===== src/rtl/binary_morph_stage.sv =====
// Two-stage 3x3 binary morphology (pass/erode/dilate/majority) with per-frame op latch and frame tracking.
// Optional MORPH_STATS_EN adds a saturating per-frame count of set output pixels on edge_count.
module binary_morph_stage #(
  parameter int WIN_PER_FRAME = 304964,
  parameter int CNT_W         = 20
) (
  input  logic             clk,
  input  logic             rst_n,
  input  logic             win_valid,
  input  logic [8:0]       win,
  input  logic [1:0]       op_sel,
  input  logic             frame_sync,
  output logic             out_valid,
  output logic             out_pixel,
  output logic             frame_done,
  output logic [CNT_W-1:0] edge_count
);

  localparam logic [CNT_W-1:0] LAST_CNT = CNT_W'(WIN_PER_FRAME - 1);

  typedef enum logic {IDLE = 1'b0, ACTIVE = 1'b1} state_t;

  state_t           state_q, state_d;
  logic [CNT_W-1:0] win_cnt_q, win_cnt_d;
  logic [1:0]       op_frame_q, op_frame_d;
  logic [1:0]       win_op;
  logic             win_last;
  logic [3:0]       win_pop;

  logic             s1_valid_q, s1_valid_d;
  logic [3:0]       s1_pop_q, s1_pop_d;
  logic             s1_centre_q, s1_centre_d;
  logic [1:0]       s1_op_q, s1_op_d;
  logic             s1_last_q, s1_last_d;

  logic             out_valid_q, out_valid_d;
  logic             out_pixel_q, out_pixel_d;
  logic             frame_done_q, frame_done_d;
  logic             morph_bit;

  // Frame tracking: a window accepted with frame_sync is window 1 of the new frame.
  always_comb begin
    state_d    = state_q;
    win_cnt_d  = win_cnt_q;
    op_frame_d = op_frame_q;
    win_op     = op_frame_q;
    win_last   = 1'b0;
    if (frame_sync) begin
      state_d   = IDLE;
      win_cnt_d = '0;
    end
    if (win_valid) begin
      if (frame_sync || state_q == IDLE) begin
        op_frame_d = op_sel;
        win_op     = op_sel;
        if (WIN_PER_FRAME == 1) begin
          win_last  = 1'b1;
          state_d   = IDLE;
          win_cnt_d = '0;
        end else begin
          state_d   = ACTIVE;
          win_cnt_d = CNT_W'(1);
        end
      end else if (win_cnt_q == LAST_CNT) begin
        win_last  = 1'b1;
        state_d   = IDLE;
        win_cnt_d = '0;
      end else begin
        win_cnt_d = win_cnt_q + CNT_W'(1);
      end
    end
  end

  always_comb begin
    win_pop = 4'd0;
    for (int i = 0; i < 9; i++) begin
      win_pop = win_pop + {3'b000, win[i]};
    end
  end

  always_comb begin
    s1_valid_d  = win_valid;
    s1_pop_d    = win_pop;
    s1_centre_d = win[4];
    s1_op_d     = win_op;
    s1_last_d   = win_valid & win_last;
  end

  always_comb begin
    unique case (s1_op_q)
      2'b00:   morph_bit = s1_centre_q;
      2'b01:   morph_bit = (s1_pop_q == 4'd9);
      2'b10:   morph_bit = (s1_pop_q != 4'd0);
      default: morph_bit = (s1_pop_q >= 4'd5);
    endcase
    out_valid_d  = s1_valid_q;
    out_pixel_d  = s1_valid_q & morph_bit;
    // A sync kills the last flag of the window already in stage 1.
    frame_done_d = s1_valid_q & s1_last_q & ~frame_sync;
  end

  always_ff @(posedge clk or negedge rst_n) begin
    if (!rst_n) begin
      state_q      <= IDLE;
      win_cnt_q    <= '0;
      op_frame_q   <= 2'b00;
      s1_valid_q   <= 1'b0;
      s1_pop_q     <= 4'd0;
      s1_centre_q  <= 1'b0;
      s1_op_q      <= 2'b00;
      s1_last_q    <= 1'b0;
      out_valid_q  <= 1'b0;
      out_pixel_q  <= 1'b0;
      frame_done_q <= 1'b0;
    end else begin
      state_q      <= state_d;
      win_cnt_q    <= win_cnt_d;
      op_frame_q   <= op_frame_d;
      s1_valid_q   <= s1_valid_d;
      s1_pop_q     <= s1_pop_d;
      s1_centre_q  <= s1_centre_d;
      s1_op_q      <= s1_op_d;
      s1_last_q    <= s1_last_d;
      out_valid_q  <= out_valid_d;
      out_pixel_q  <= out_pixel_d;
      frame_done_q <= frame_done_d;
    end
  end

  assign out_valid  = out_valid_q;
  assign out_pixel  = out_pixel_q;
  assign frame_done = frame_done_q;

`ifdef MORPH_STATS_EN
  logic [CNT_W-1:0] acc_q, acc_d;
  logic [CNT_W-1:0] edge_count_q, edge_count_d;
  logic [CNT_W:0]   acc_sum;
  logic [CNT_W-1:0] acc_sat;

  // Accumulate from the stage-2 next values so edge_count lands on the frame_done edge.
  always_comb begin
    acc_sum      = {1'b0, acc_q} + {{CNT_W{1'b0}}, out_pixel_d};
    acc_sat      = acc_sum[CNT_W] ? {CNT_W{1'b1}} : acc_sum[CNT_W-1:0];
    acc_d        = acc_q;
    edge_count_d = edge_count_q;
    if (frame_sync) begin
      acc_d = '0;
    end else if (out_valid_d) begin
      if (frame_done_d) begin
        edge_count_d = acc_sat;
        acc_d        = '0;
      end else begin
        acc_d = acc_sat;
      end
    end
  end

  always_ff @(posedge clk or negedge rst_n) begin
    if (!rst_n) begin
      acc_q        <= '0;
      edge_count_q <= '0;
    end else begin
      acc_q        <= acc_d;
      edge_count_q <= edge_count_d;
    end
  end

  assign edge_count = edge_count_q;
`else
  assign edge_count = '0;
`endif

endmodule


===== config.mk =====
export PLATFORM = sky130hd
export DESIGN_NAME = binary_morph_stage
export DESIGN_NICKNAME = d
export VERILOG_FILES = /design/src/rtl/binary_morph_stage.sv
export SDC_FILE = /design/constraint.sdc
export NUM_CORES = 1
export LEC_CHECK = 0
export ABC_AREA = 1
export CAP_MARGIN = 20
export CORE_MARGIN = 1.5
export CORE_UTILIZATION = 57
export DETAILED_ROUTE_END_ITERATION = 8
export PLACE_DENSITY_LB_ADDON = 0.3
export SYNTH_ARGS = -nofsm -noshare
export SYNTH_HDL_FRONTEND = slang
export SYNTH_SLANG_ARGS = --single-unit

===== constraint.sdc =====
create_clock -name clk -period 2.3 [get_ports clk]
set_input_delay 0.46 -clock clk [delete_from_list [all_inputs] [get_ports clk]]
set_output_delay 0.46 -clock clk [all_outputs]
set_load 0.02 [all_outputs]

==> impl_metrics.yaml <==
run_status:
  outcome: "complete, but fails checks"
  failed_checks: "negative setup slack"
detailed_routing:
  num_vias: 1681
  detailedRoute.firstIterationViolations: 146
  post_detailed_route_count_of_antenna_violating_nets: 0
  avgRoutedWirePerCell_um: 11.4
  drc: 0
  drt-pass1-iter-count: 4
  finalWirelength_um: 3990
  post_drt_via_cell_ratio: 4.80
floorplan:
  die-height_um: 64.7
  floorplan.die.width_um: 64.7
  io-pin-count: 38
  standard_cell_rows: 22
  floorplan.initialDensity_pct: 59.3
  die-area_um2: 4190
  core_um2: 3660
synth:
  synth_xor_xnor_area_share_pct: 2.42
  mappedNetlistArea_um2: 2170
  synth.avg_cell_area_um2: 7.83
  synth_compound_area_share_pct: 5.59
  postSynthRegisterBits: 33
  ys.warnings.count: 0
  yosys.cell_types.count: 34
  synth_sequential_area_ratio_pct: 38.1
  netlist_instances: 277
  post_synth_mux_area_share_pct: 1.04
  synth_top_family_by_area: "simple AND/OR/NAND/NOR gates"
  post_synth_fa_ha_maj_area_fraction_pct: 6.34
  synth-simple-area-share_pct: 30.6
finish:
  area.growth.synth_to_final_pct: 12.7
  finish.instance_area_um2: 2450
  fillCellCount: 309
  most-common-layout-cells: "62 x nand2_1, 44 x inv_1, 33 x dfrtp_1, 30 x nor2_1, 20 x conb_1"
  finish.net_count: 324
  area_of_the_multi_input_gates_um2: 1080
  mostFrequentLayoutCell: "nand2_1"
  register_area_um2: 826
  drive_gt1_share_pct: 13.9
  final_cells: 350
  antenna_cells_inserted: 0
timing:
  setup_slack_ps: -512
  highest_clock_rate_ghz: 0.356
  setup_viol: 4
  final_cycle_utilization_of_the_critical_path_pct: 122
  holdWs_ps: 430
  timing.final.crit_period_ps: 2810
  skew_ps: 7.97
  hold_viol_final: 0
  finalMaxSlewViolations: 0
  unrepaired_setup_endpoints_after_global_routing: "yes"
run:
  max_cap_violations: 0
hold_path:
  hold_class: "flip-flop to flip-flop"
setup_path:
  kind_of_critical_path: "input pin to flip-flop"
  cp_slowest_cell: "fa_1"
  crit_top_cell: "fa_1"
  r2r_slack_ps: 780
  worst_path_largest_cell_delay_ps: 540
  cp-start-kind: "input pin"
  cp-end-kind: "flip-flop"
  timing.critical_path.arrival_ps: 3000
  timing.critical_path.required_ps: 2490
  cp_max_fo: 2
  critical_path.cell_chain: "buf_6 > fa_1 > inv_2 > fa_1 > fa_1 > fa_2 > fa_2 > inv_2"
clocking:
  path_clk_slew_ps: 70
  cts_buffers: 5
  tritoncts: "done"
  clock_tree.htree_level_count: 2
  clock_sinks: 33
  clk_lat_worst_skew_ps: 300
  root_buffer: "clkbuf_8"
  clk_path_buf_depth: 2
  post_cts.repair.setup_buffers: 0
  cts-hold-fix-buffers: 0
global_route:
  grt_usage_pct: 22.2
  grt_overflow: 0
  grt_antenna_before_repair: 0
  number_of_global_route_vias_before_repair: 1597
  grt_first_pass_wirelength_um: 7020
  grt_max_degree: 34
placed_design:
  buffer_ports.inserted: 17
  placed_cells_incl_taps: 342
  gpl.final_weighted_congestion: 0.880
  detailedPlacementHpwl_um: 2910
  placedInstanceArea_um2: 2330
pwr:
  ir_worst_vdd_mv: 0.421
  power.density_nw_per_um2: 596
  p_total_uw: 1460
  p_leak_uw: 0.00120
Yosys cell counts:
cell	count	area share [%]
nor2_8	1	0.92
nand3_1	13	3.0
buf_4	21	7.3
and2_1	1	0.29
fa_1	5	4.6
o211ai_1	1	0.35
clkinv_1	1	0.17
ha_1	3	1.7
nand3b_1	1	0.35
nor3_2	1	0.46
o31ai_1	1	0.35
dfrtp_1	33	38
inv_2	1	0.17
nor3_1	4	0.92
o21ai_1	2	0.46
conb_1	1	0.17
nand2_4	3	1.6
nand4_1	4	1.2
xor2_1	5	2.0
o21a_1	1	0.35
nand3_2	3	1.4
xnor2_1	1	0.40
a21oi_2	1	0.40
nor2_2	5	1.4
o21ai_0	4	0.92
nor2_4	4	2.1
nor2_1	30	5.2
nand2_2	3	0.87
or2_1	1	0.29
nand2_1	62	11
inv_1	47	8.1
a21oi_1	9	2.1
o21bai_1	2	0.69
mux2_2	2	1.0
sequential cells by signal, indices dropped and copies added (netlist names):
register and cells:
frame_done 1, s1_pop_q 4, state_q 1, s1_last_q 1, s1_centre_q 1, s1_op_q 2
out_pixel 1, out_valid 1, win_cnt_q 20, out_valid_d 1
path summary, 6_finish.rpt:
| path | endpoint | depth (start not counted) | startpoint |
|---|---|---|---|
| worst min-delay path | out_valid | 0 | out_valid_d |
| worst max-delay path | s1_pop_q[1] | 8 | win[1] |
| worst max register to register | win_cnt_q[15] | 8 | win_cnt_q[1] |
| max in group asynchronous | win_cnt_q[10] | 2 | rst_n |
| min in group asynchronous | frame_done | 2 | rst_n |
| worst min register to register | out_valid | 0 | out_valid_d |
timing repair:
action,CTS,global route
pin swaps,6,6
resized for setup,16,2
setup endpoints to repair,4,4
cell families after synthesis:
| logic type | count (synthesis) |
|---|---|
| and+or+nand+nor | 136 |
| buffers and inverters | 70 |
| DFF | 33 |
| AOI/OAI and AO/OA | 21 |
| adders and majority gates | 8 |
| xor gates and xnor gates | 6 |
| muxes | 2 |
| other | 1 |
report_power, final:
part | internal [uW] | leakage (uW) | switching (uW) | total (uW)
sequential | 625 | 0.000435 | 23.7 | 648
combinational | 107 | 0.000712 | 154 | 260
clock | 324 | 0.0000543 | 226 | 550
metrics by stage:
step           TNS (ps)  worst slack, ps  util (%)
6_report          -1220             -512      66.8
5_1_grt           -1320             -537      66.8
2_1_floorplan     -1700             -602         -
3_3_place_gp      -3560            -1070      63.7
4_1_cts           -1650             -633      66.6
3_5_place_dp      -3770            -1120      63.7
layer usage:
| layer | wire (um) | GRT usage, % | vias up |
|---|---|---|---|
| met4 | 74 | 10.4 | 0 |
| met2 | 1960 | 37.8 | 49 |
| met5 | 0 | 0 | - |
| met3 | 205 | 5.38 | 7 |
| li1 | - | - | 854 |
| met1 | 1750 | 26.6 | 771 |
critical path, delay by kind of cell:
kind,cells,cell delay [ps]
buffers and inverters,3,160
adder cells (fa/ha/maj),5,2380
cell type report:
class	count	area share, %
Multi-Input combinational cell	193	44.1
Sequential cell	33	33.8
Inverter	49	7.52
Timing Repair Buffer	19	7.47
Clock buffer	5	2.81
Tap cell	48	2.46
Clock inverter	3	1.89
No activity file was read; power rests on OpenSTA's default activity.
